<file path="src/rtl/sc_rr_sched.sv">
// Round-robin owner scheduler for a shared 3-bit saturating step counter used as a time-slice timer.
// Optional macro SC_SCHED_PRIO_EN makes requester 0 high priority (pre-empts other owners).
module sc_rr_sched #(
    parameter int unsigned N       = 4,
    parameter int unsigned MAX_CNT = 5
) (
    input  logic         clk,
    input  logic         rst,
    input  logic [N-1:0] req,
    input  logic [2:0]   cnt,
    output logic         ctr_rst,
    output logic [N-1:0] gnt,
    output logic         busy,
    output logic         err
);

    localparam int unsigned PtrW   = $clog2(N);
    localparam logic [2:0]  MaxCnt = 3'(MAX_CNT);

    typedef enum logic [1:0] {StIdle, StGrant, StSwitch} state_e;

    state_e          state_q, state_d;
    logic [PtrW-1:0] ptr_q, ptr_d;
    logic [PtrW-1:0] owner_q, owner_d;
    logic [N-1:0]    gnt_q, gnt_d;
    logic            busy_q, busy_d;
    logic            ctr_rst_q, ctr_rst_d;
    logic            err_q, err_d;
    logic            first_q, first_d;

    logic            pick_found;
    logic [PtrW-1:0] pick_idx;
    logic            owner_req, others_req, slice_done, preempt, err_seen;

    // base and off are both below N, so one conditional subtract is enough (N need not be 2^k).
    function automatic logic [PtrW-1:0] rr_idx(input logic [PtrW-1:0] base,
                                               input int unsigned off);
        int unsigned sum;
        sum = 32'(base) + off;
        if (sum >= N) sum = sum - N;
        return PtrW'(sum);
    endfunction

    always_comb begin
        pick_found = 1'b0;
        pick_idx   = '0;
        for (int unsigned i = 0; i < N; i++) begin
            if (!pick_found && req[rr_idx(ptr_q, i)]) begin
                pick_found = 1'b1;
                pick_idx   = rr_idx(ptr_q, i);
            end
        end
`ifdef SC_SCHED_PRIO_EN
        if (req[0]) begin
            pick_found = 1'b1;
            pick_idx   = '0;
        end
`endif
    end

    always_comb begin
        owner_req  = |(req & gnt_q);
        others_req = |(req & ~gnt_q);
        slice_done = (cnt == MaxCnt) && others_req;
`ifdef SC_SCHED_PRIO_EN
        preempt    = req[0] && !gnt_q[0];
`else
        preempt    = 1'b0;
`endif
        // A nonzero count in the first grant cycle means the counter missed our clear.
        err_seen   = (cnt > MaxCnt) || ((state_q == StGrant) && first_q && (cnt != 3'd0));
    end

    always_comb begin
        state_d   = state_q;
        ptr_d     = ptr_q;
        owner_d   = owner_q;
        gnt_d     = gnt_q;
        ctr_rst_d = ctr_rst_q;
        first_d   = 1'b0;
        err_d     = err_q | err_seen;
        unique case (state_q)
            StIdle, StSwitch: begin
                state_d   = StIdle;
                gnt_d     = '0;
                ctr_rst_d = 1'b1;
                if (pick_found) begin
                    state_d         = StGrant;
                    owner_d         = pick_idx;
                    gnt_d[pick_idx] = 1'b1;
                    ctr_rst_d       = 1'b0;
                    first_d         = 1'b1;
                end
            end
            StGrant: begin
                ctr_rst_d = 1'b0;
                if (!owner_req || slice_done || preempt) begin
                    state_d   = StSwitch;
                    gnt_d     = '0;
                    ctr_rst_d = 1'b1;
                    ptr_d     = (owner_q == PtrW'(N - 1)) ? '0 : owner_q + 1'b1;
                end
            end
            default: state_d = StIdle;
        endcase
        busy_d = |gnt_d;
    end

    always_ff @(posedge clk) begin
        if (rst) begin
            state_q   <= StIdle;
            ptr_q     <= '0;
            owner_q   <= '0;
            gnt_q     <= '0;
            busy_q    <= 1'b0;
            ctr_rst_q <= 1'b1;
            err_q     <= 1'b0;
            first_q   <= 1'b0;
        end else begin
            state_q   <= state_d;
            ptr_q     <= ptr_d;
            owner_q   <= owner_d;
            gnt_q     <= gnt_d;
            busy_q    <= busy_d;
            ctr_rst_q <= ctr_rst_d;
            err_q     <= err_d;
            first_q   <= first_d;
        end
    end

    assign gnt     = gnt_q;
    assign busy    = busy_q;
    assign ctr_rst = ctr_rst_q;
    assign err     = err_q;

endmodule
</file>
<file path="config.mk">
export PLATFORM = sky130hd
export DESIGN_NAME = sc_rr_sched
export DESIGN_NICKNAME = d
export VERILOG_FILES = /design/src/rtl/sc_rr_sched.sv
export SDC_FILE = /design/constraint.sdc
export NUM_CORES = 1
export LEC_CHECK = 0
export CAP_MARGIN = 20
export CORE_MARGIN = 2
export CORE_UTILIZATION = 47
export DETAILED_ROUTE_END_ITERATION = 8
export PLACE_DENSITY = 0.82
export SYNTH_ARGS = -nofsm -noshare
export SYNTH_HDL_FRONTEND = slang
export SYNTH_SLANG_ARGS = --single-unit
</file>
<file path="constraint.sdc">
create_clock -name clk -period 2.1 [get_ports clk]
set_input_delay 0.42 -clock clk [delete_from_list [all_inputs] [get_ports clk]]
set_output_delay 0.42 -clock clk [all_outputs]
set_load 0.1 [all_outputs]
</file>
Word-level counts from Yosys, hierarchy flattened
Index checks and enable logic that the tools add are counted.

Register bits: 14. Bits of input ports: 9. Logic and storage cells: 93.

Add/sub/neg operators: 8. Order comparisons: 11. Eq/ne operators: 5. Muxes and demuxes: 33. Bitwise operators: 5. Reductions and logical operators: 23.

Operators by type and width (number): two-way mux 2 bit (10); < comparator 2 x 3 -> 1 bit (second input constant) (5); two-way mux 1 bit (13); OR reduction 4 bit (3); greater-or-equal comparator 3 bit (second input constant) (3); bitwise AND 4 bit (2); binary-select mux 1 bit (select 2 bit) (4); two-way mux 4 bit (2); one-hot mux 4 bit (2 select lines) (1); subtractor 2 x 1 -> 2 bit (second input constant) (4); logical AND 1 bit (7); adder 2 x 2 -> 3 bit (second input constant) (2); == test 2 bit (second input constant) (2); logical NOT 1 bit (4); NOT 4 bit (1); one-hot mux 2 bit (2 select lines) (1); AND reduction 2 bit (2); OR reduction 2 bit (2); adder 2 x 1 -> 3 bit (second input constant) (1); == test 3 bit (second input constant) (1); greater-or-equal comparator 2 x 3 -> 1 bit (second input constant) (1); greater-than comparator 3 bit (second input constant) (1); nonzero test 3 bit (1); adder 2 x 1 -> 2 bit (second input constant) (1); other kinds (10) (11).

Longest topological paths before layout
Gate-level depths: netlist of run 1.

Depth in word-level cells: 21. Depth in mapped cells: 6.

Worst setup path before layout of run 1
OpenSTA, ideal clock, no wires.

Kind: reg-to-reg. From: reg gnt_q[2], in the netlist gnt[2]. To: reg ctr_rst_q, in the netlist ctr_rst. Library setup time: 115 ps. Arrival: 1978 ps. Required time: 1985 ps. Slack: 6 ps. Stages on the path, launching flop included: 6. Path buffers: 0. Cell sequence: dfxtp_1 -> nand2b_1 -> o2111ai_1 -> a41oi_2 -> nand2_1 -> a31o_1.

Word-level cells in the longest chain between the ends: 7.

Ends and longest elaborated chain: start, declared (RTL line 25) `logic [N-1:0] gnt_q, gnt_d;`; start signal, assigned (RTL line 123) `gnt_q <= gnt_d;`; NOT 4 bit (RTL line 63) `others_req = |(req & ~gnt_q);`; bitwise AND 4 bit (RTL line 63); OR reduction 4 bit (RTL line 63); logical AND 1 bit (RTL line 64) `slice_done = (cnt == MaxCnt) && others_req;`; logical OR 1 bit * (RTL line 97) `if (!owner_req || slice_done || preempt) begin`; two-way mux 1 bit * (RTL line 97); one-hot mux 1 bit (2 select lines) * (RTL line 82) `unique case (state_q)`; end signal, assigned (RTL line 125) `ctr_rst_q <= ctr_rst_d;`; end, declared (RTL line 27) `logic ctr_rst_q, ctr_rst_d;`.

Mark *: on every way between the ends. The rest lies on a longest branch, timed or not. A chain may end at the register's enable or synchronous reset.

Worst setup path after layout of run 1
From: in req[0]. To: reg ptr_q[0].

Word-level cells in the longest chain between the ends: 5.

Ends and longest elaborated chain: start, declared (RTL line 9) `input logic [N-1:0] req,`; bitwise AND 4 bit, on equally long branches (RTL line 62, 63); OR reduction 4 bit, on equally long branches (RTL line 62, 63); logical NOT 1 bit or logical AND 1 bit (tied branches) (RTL line 97, 64); logical OR 1 bit * (RTL line 97); AND reduction 2 bit (no line) *; end signal, assigned (RTL line 121) `ptr_q <= ptr_d;`; end, declared (RTL line 23) `logic [PtrW-1:0] ptr_q, ptr_d;`.

Marked as above.

==> results of run 1 <==
[cell usage after synthesis, drive strengths merged (2+ instances only)]
cell,number
dfxtp,14
a21oi,12
nand2,7
nand2b,6
nor2,6
nand3b,4
nor2b,3
o211ai,3
a21o,2
a221oi,2
clkbuf,2
inv,2
nand3,2
o21ai,2
o22ai,2
or4,2
[stage by stage]
| step | hold slack [ps] | worst slack, ps | total power [W] | instances | instance area [sq um] |
|---|---|---|---|---|---|
| 4_1_cts | 489 | 316 | 0.000740 | 117 | 906 |
| 6_report | 478 | 324 | 0.000735 | 117 | 906 |
| 5_1_grt | 519 | 230 | 0.000773 | 117 | 906 |
| 2_1_floorplan | 440 | 6.39 | 0.000479 | 81 | 696 |
| 3_5_place_dp | 469 | 8.17 | 0.000551 | 113 | 870 |
| 3_3_place_gp | 457 | 49.4 | 0.000545 | 113 | 870 |
[cell usage in the layout, fill, tap and decap left out]
| cell type | n |
|---|---|
| o32a_1 | 1 |
| a41oi_2 | 1 |
| a221o_1 | 1 |
| nor3_1 | 1 |
| clkbuf_8 | 1 |
| or4_1 | 2 |
| clkbuf_4 | 3 |
| nand3_1 | 2 |
| nor2b_1 | 3 |
| o21ai_0 | 1 |
| ha_1 | 1 |
| o2111ai_1 | 1 |
| o32ai_1 | 1 |
| a22o_1 | 1 |
| a21oi_1 | 12 |
| a221oi_2 | 1 |
| nor2_1 | 6 |
| nand3b_1 | 4 |
| clkdlybuf4s50_1 | 8 |
| a221oi_1 | 1 |
| inv_1 | 2 |
| o21ai_1 | 1 |
| o22ai_1 | 2 |
| o211ai_1 | 3 |
| dfxtp_1 | 14 |
| buf_4 | 11 |
| a21o_1 | 2 |
| nand2_1 | 7 |
| nand2b_1 | 6 |
| o31ai_1 | 1 |
| a31o_1 | 1 |
[worst max-delay path: stages]
cell	delay [ps]
clkdlybuf4s50_1	450
a22o_1	230
a221oi_2	210
a41oi_2	60
or4_1	470
a21oi_1	140
[power groups by stage]
stage / clock network, W / registers, W / logic [W]
5_1_grt: 0.000208 / 0.000319 / 0.000246
4_1_cts: 0.000195 / 0.000315 / 0.000230
3_5_place_dp: 0 / 0.000321 / 0.000230
6_report: 0.000189 / 0.000315 / 0.000230
3_3_place_gp: 0 / 0.000319 / 0.000226
2_1_floorplan: 0 / 0.000389 / 0.0000897
[sequential cells by signal, indices dropped and copies added, names as in the netlist]
signal,cells
state_q,2
err,1
gnt,4
busy,1
ctr_rst,1
ptr_q,2
owner_q,2
first_q,1
[cell type report]
cell class | count | area, sq um
flip-flops and latches | 14 | 280
inverters | 2 | 7.51
well taps | 15 | 18.8
multi-input cells | 63 | 400
repair buffers | 19 | 163
fillers | 118 | 428
clock buffers | 4 | 36.3
[kinds of logic after synthesis]
group | Yosys count | share of synthesized area
simple gates | 31 | 0.237
flops | 14 | 0.403
buf+inv | 4 | 0.0216
fa+ha+maj | 1 | 0.0180
compound gates | 31 | 0.320
[layer usage]
layer / up-vias / GRT usage
met5: - / 0
met4: 0 / 0.0438
met3: 0 / 0.0862
met2: 27 / 0.342
met1: 320 / 0.280
li1: 347 / -
[worst paths after layout]
check / endpoint / slack, ps
setup / recovery: ptr_q[0] / 320
hold / removal: err / 480
setup reg to reg: ptr_q[0] / 550
hold reg to reg: err / 480
==> results_dict.tcl, run 1 <==
set metrics [dict create \
    outcome "finished clean" \
    final_hold_viol_count 0 \
    crit_start "req[0]" \
    post_cts_buffers 0 \
    dp_hpwl_mm 1.34 \
    crit_type "in2reg" \
    skew_ps 10.0 \
    synth.area.top_cells "dfxtp_1, a21oi_1, nand2b_1, nand3b_1, nand2_1" \
    numCtsBuffers 3 \
    clockRootBuffer "clkbuf_4" \
    synthFlopType "dfxtp_1" \
    netlist_area_sq_um 696 \
    ir_worst_vdd_v 0.000569 \
    cts_buffer_depth 2 \
    drive_gt1_frac 0.167 \
    nNetsFinal 113 \
    antenna_found_initial 0 \
    endpoint_kind "flop" \
    switching_power_w 0.000262 \
    cp_max_fo 4 \
    die_x_microns 42.5 \
    synth.avg_cell_area_sq_um 8.59 \
    cts_resized 0 \
    ys_seq_area_frac 0.403 \
    via_per_inst 5.93 \
    drc_errors 0 \
    synthCells 81 \
    ys_async_sr_fraction 0 \
    postCtsHoldBufs 0 \
    vias 694 \
    grt_usage 0.217 \
    path_clk_slew_ps 90 \
    reg2reg_from "gnt[0]" \
    worstSetupStartpointType "input port" \
    setup_viol 0 \
    syn_nets 91 \
    start_util 0.522 \
    synth_top_area_share 0.403 \
    fmax_ghz 0.563 \
    critPathArrivalTime_ps 2000 \
    syn_to_final_growth_pct 30.2 \
    wl_met3_microns 124 \
    drt_iter0_markers 25 \
    port_buffers 15 \
    drtAntennaViolNets 0 \
    place_congestion 0.888 \
    grt_pass1_wl_mm 2.94 \
    detailedRoute.firstPassIterationCount 4 \
    synth-edff-count 0 \
    yosysWarnings 0 \
    min-delay-start "err" \
    dr.max_layer_used "met3" \
    die_h_microns 42.5 \
    routed_wl_mm 1.73 \
    ioPinCount 16 \
    grt_pass1_vias 635 \
    p_comb_frac 0.314 \
    layout_min_cycle_time_ps 1780 \
    synth_cell_type_count 28 \
    n_antenna_cell 0 \
    r2r_cells 5 \
    clockPowerShare 0.257 \
    drv_cap 0 \
    leakage_nw 0.361 \
    p_per_area_nw_per_um2 811 \
    cts.sinks 14 \
    gr-total-overflow 0 \
    hold_depth 2 \
    slew_viol_final 0 \
    grt_max_degree 11 \
    share_seq_of_total_power 0.429 \
    cts_tree "done" \
    fin_util 0.679 \
    max_slew_margin 0.760 \
    required_ps 2320 \
    finalCritPeriodShare 0.846 \
    insertion_delay_ps 280 \
    synth-seq-cells 14 \
    internal_power_w 0.000473 \
    wl_met2_microns 789 \
    hp-class "reg2reg" \
    core_sq_um 1330 \
    htree_levels 1 \
    std_cell_rows 13 \
    worst_pin_slew_ps 359 \
    wl_per_cell_microns 14.7 \
    met1_length_microns 811 \
    setup-tns-final_ps 0 \
    die-area_sq_um 1800 \
    grt_setup_unrepaired "false" \
    p_sw_frac 0.356 \
    synth_top_area_cell "dfxtp_1" \
]
(Power assumes the default switching activity.)
==> inputs of run 2 (changes only) <==
--- a/config.mk
+++ b/config.mk
@@ -7,9 +7,9 @@
 export LEC_CHECK = 0
 export CAP_MARGIN = 20
 export CORE_MARGIN = 2
-export CORE_UTILIZATION = 47
+export CORE_UTILIZATION = 42
 export DETAILED_ROUTE_END_ITERATION = 8
-export PLACE_DENSITY = 0.82
+export PLACE_DENSITY = 0.78
 export SYNTH_ARGS = -nofsm -noshare
 export SYNTH_HDL_FRONTEND = slang
 export SYNTH_SLANG_ARGS = --single-unit
==> constraint.sdc (replaced) <==
create_clock -name clk -period 1.55 [get_ports clk]
set_input_delay 0.31 -clock clk [delete_from_list [all_inputs] [get_ports clk]]
set_output_delay 0.31 -clock clk [all_outputs]
set_load 0.1 [all_outputs]
==> run 2 against run 1 <==
  * Via count up 11%
  * Non-clock buffer count increased by 8
  * Cell area grew 19%
  * First-iteration DRC count decreased by 4.0%
  * Register-to-register slack got worse by 510 ps
  * Sequential power increased by 37%
  * Clock power rose by 9%
==> results_dict.tcl, run 2 (synthesis gave the netlist of run 1 again) <==
set metrics [dict create \
    drv_cap 0 \
    largest_reg_flops 4 \
    clockRootBuffer "clkbuf_4" \
    die_h_microns 44.7 \
    cts.sinks 14 \
    finalNonFillerCells 126 \
    drtAntennaViolNets 0 \
    drc_errors 0 \
    die_x_microns 44.7 \
    final_cell_mix "buf_4, a21oi_1, dfxtp_1" \
    worst_pin_slew_ps 392 \
    ir_worst_vdd_v 0.000831 \
    vias 767 \
    mostFrequentLayoutCell "buf_4" \
    std_cell_rows 14 \
    gr-total-overflow 0 \
    grt_pass1_vias 735 \
    cts_buffer_depth 2 \
    cts_tree "done" \
    slew_viol_final 0 \
    drive_gt1_frac 0.291 \
    worstSetupStartpointType "flop" \
    path_clk_slew_ps 90 \
    syn_to_final_growth_pct 54.5 \
    via_per_inst 6.09 \
    nFillCells 120 \
    wl_per_cell_microns 15.5 \
    place_congestion 0.833 \
    hp-class "reg2reg" \
    n_antenna_cell 0 \
    crit_type "reg2reg" \
    grt_setup_unrepaired "true" \
    core_sq_um 1520 \
    drt_iter0_markers 24 \
    dp_hpwl_mm 1.45 \
    min-delay-start "owner_q[1]" \
    fin_util 0.705 \
    setup-tns-final_ps 0 \
    fmax_ghz 0.663 \
    detailedRoute.firstPassIterationCount 4 \
    htree_levels 1 \
    finalHoldWorstSlack_ps 489 \
    antenna_found_initial 0 \
    outcome "finished clean" \
    die-area_sq_um 2000 \
    routed_wl_mm 1.95 \
    layout_min_cycle_time_ps 1510 \
    ioPinCount 16 \
    grt_usage 0.221 \
    setup_viol 0 \
    nNetsFinal 121 \
    crit_start "gnt[0]" \
    grt_pass1_wl_mm 3.19 \
    numPlacedInstances 121 \
    p_per_area_nw_per_um2 950 \
    max_slew_margin 0.738 \
    final_hold_viol_count 0 \
    start_util 0.456 \
    leakage_nw 0.434 \
    port_buffers 15 \
    finalCritPeriodShare 0.974 \
    required_ps 1770 \
    endpoint_kind "flop" \
    critPathArrivalTime_ps 1730 \
    reg2reg_from "gnt[0]" \
    postCtsHoldBufs 0 \
    numCtsBuffers 3 \
    insertion_delay_ps 280 \
    cp_max_fo 3 \
    power.total_w 0.00102 \
    skew_ps 14.5 \
    grt_max_degree 12 \
]
==> run 2: cell types whose count changed in the layout (fill, tap and decap cells not counted), moves of 2 or more <==
cell             change
a21oi_1              -2
a21oi_2              +2
buf_12               +7
clkdlybuf4s50_1      -4
dfxtp_1              -4
dfxtp_4              +4
dlygate4sd2_1        +4
==> run 2: layout make-up <==
type                    count  area [sq um]  area share
clock buffers               3          22.5      0.0210
clock inverters             1          3.75     0.00349
inverters                   2          7.51     0.00698
multi-input cells          63           420       0.391
flip-flops and latches     14           295       0.275
well taps                  16          20.0      0.0186
repair buffers             27           305       0.284
==> run 2: power by group <==
| part | switching, W | internal (W) |
|---|---|---|
| clock | 0.000113 | 0.0000933 |
| sequential | 0.0000411 | 0.000390 |
| combinational | 0.000223 | 0.000161 |
| total | 0.000376 | 0.000645 |
==> run 2: path summary, 6_finish.rpt <==
path	endpoint	cells past startpoint	slack, ps
max	ptr_q[0]	5	40
min	owner_q[1]	2	490
min reg2reg	owner_q[1]	2	490
max reg2reg	ptr_q[0]	5	40
==> run 2: layer usage <==
layer / track usage / wire length [microns] / up-vias
met5: 0 / 0 / -
met4: 0.0909 / 19 / 0
met3: 0.0600 / 146 / 2
met2: 0.354 / 962 / 41
met1: 0.281 / 819 / 359
li1: - / - / 365
==> run 2: stage by stage <==
step                      area (sq um)  setup slack (ps)
final                             1070              41.1
after global routing              1070             -22.5
after CTS                         1070              22.3
after detailed placement          1030              -449
after global placement            1030              -371
after floorplan                    711              -110
==> run 2: critical path: stages (launching register included) <==
cell,delay [ps]
dfxtp_4,360
a22o_1,210
a221oi_2,210
a41oi_2,70
or4_1,480
a21oi_1,130
==> run 2: what timing repair did <==
action | in CTS | in global routing
pin swaps | 1 | 1
resized for setup | 8 | 0
buffers inserted | 0 | 1
setup endpoints to repair | 8 | 1
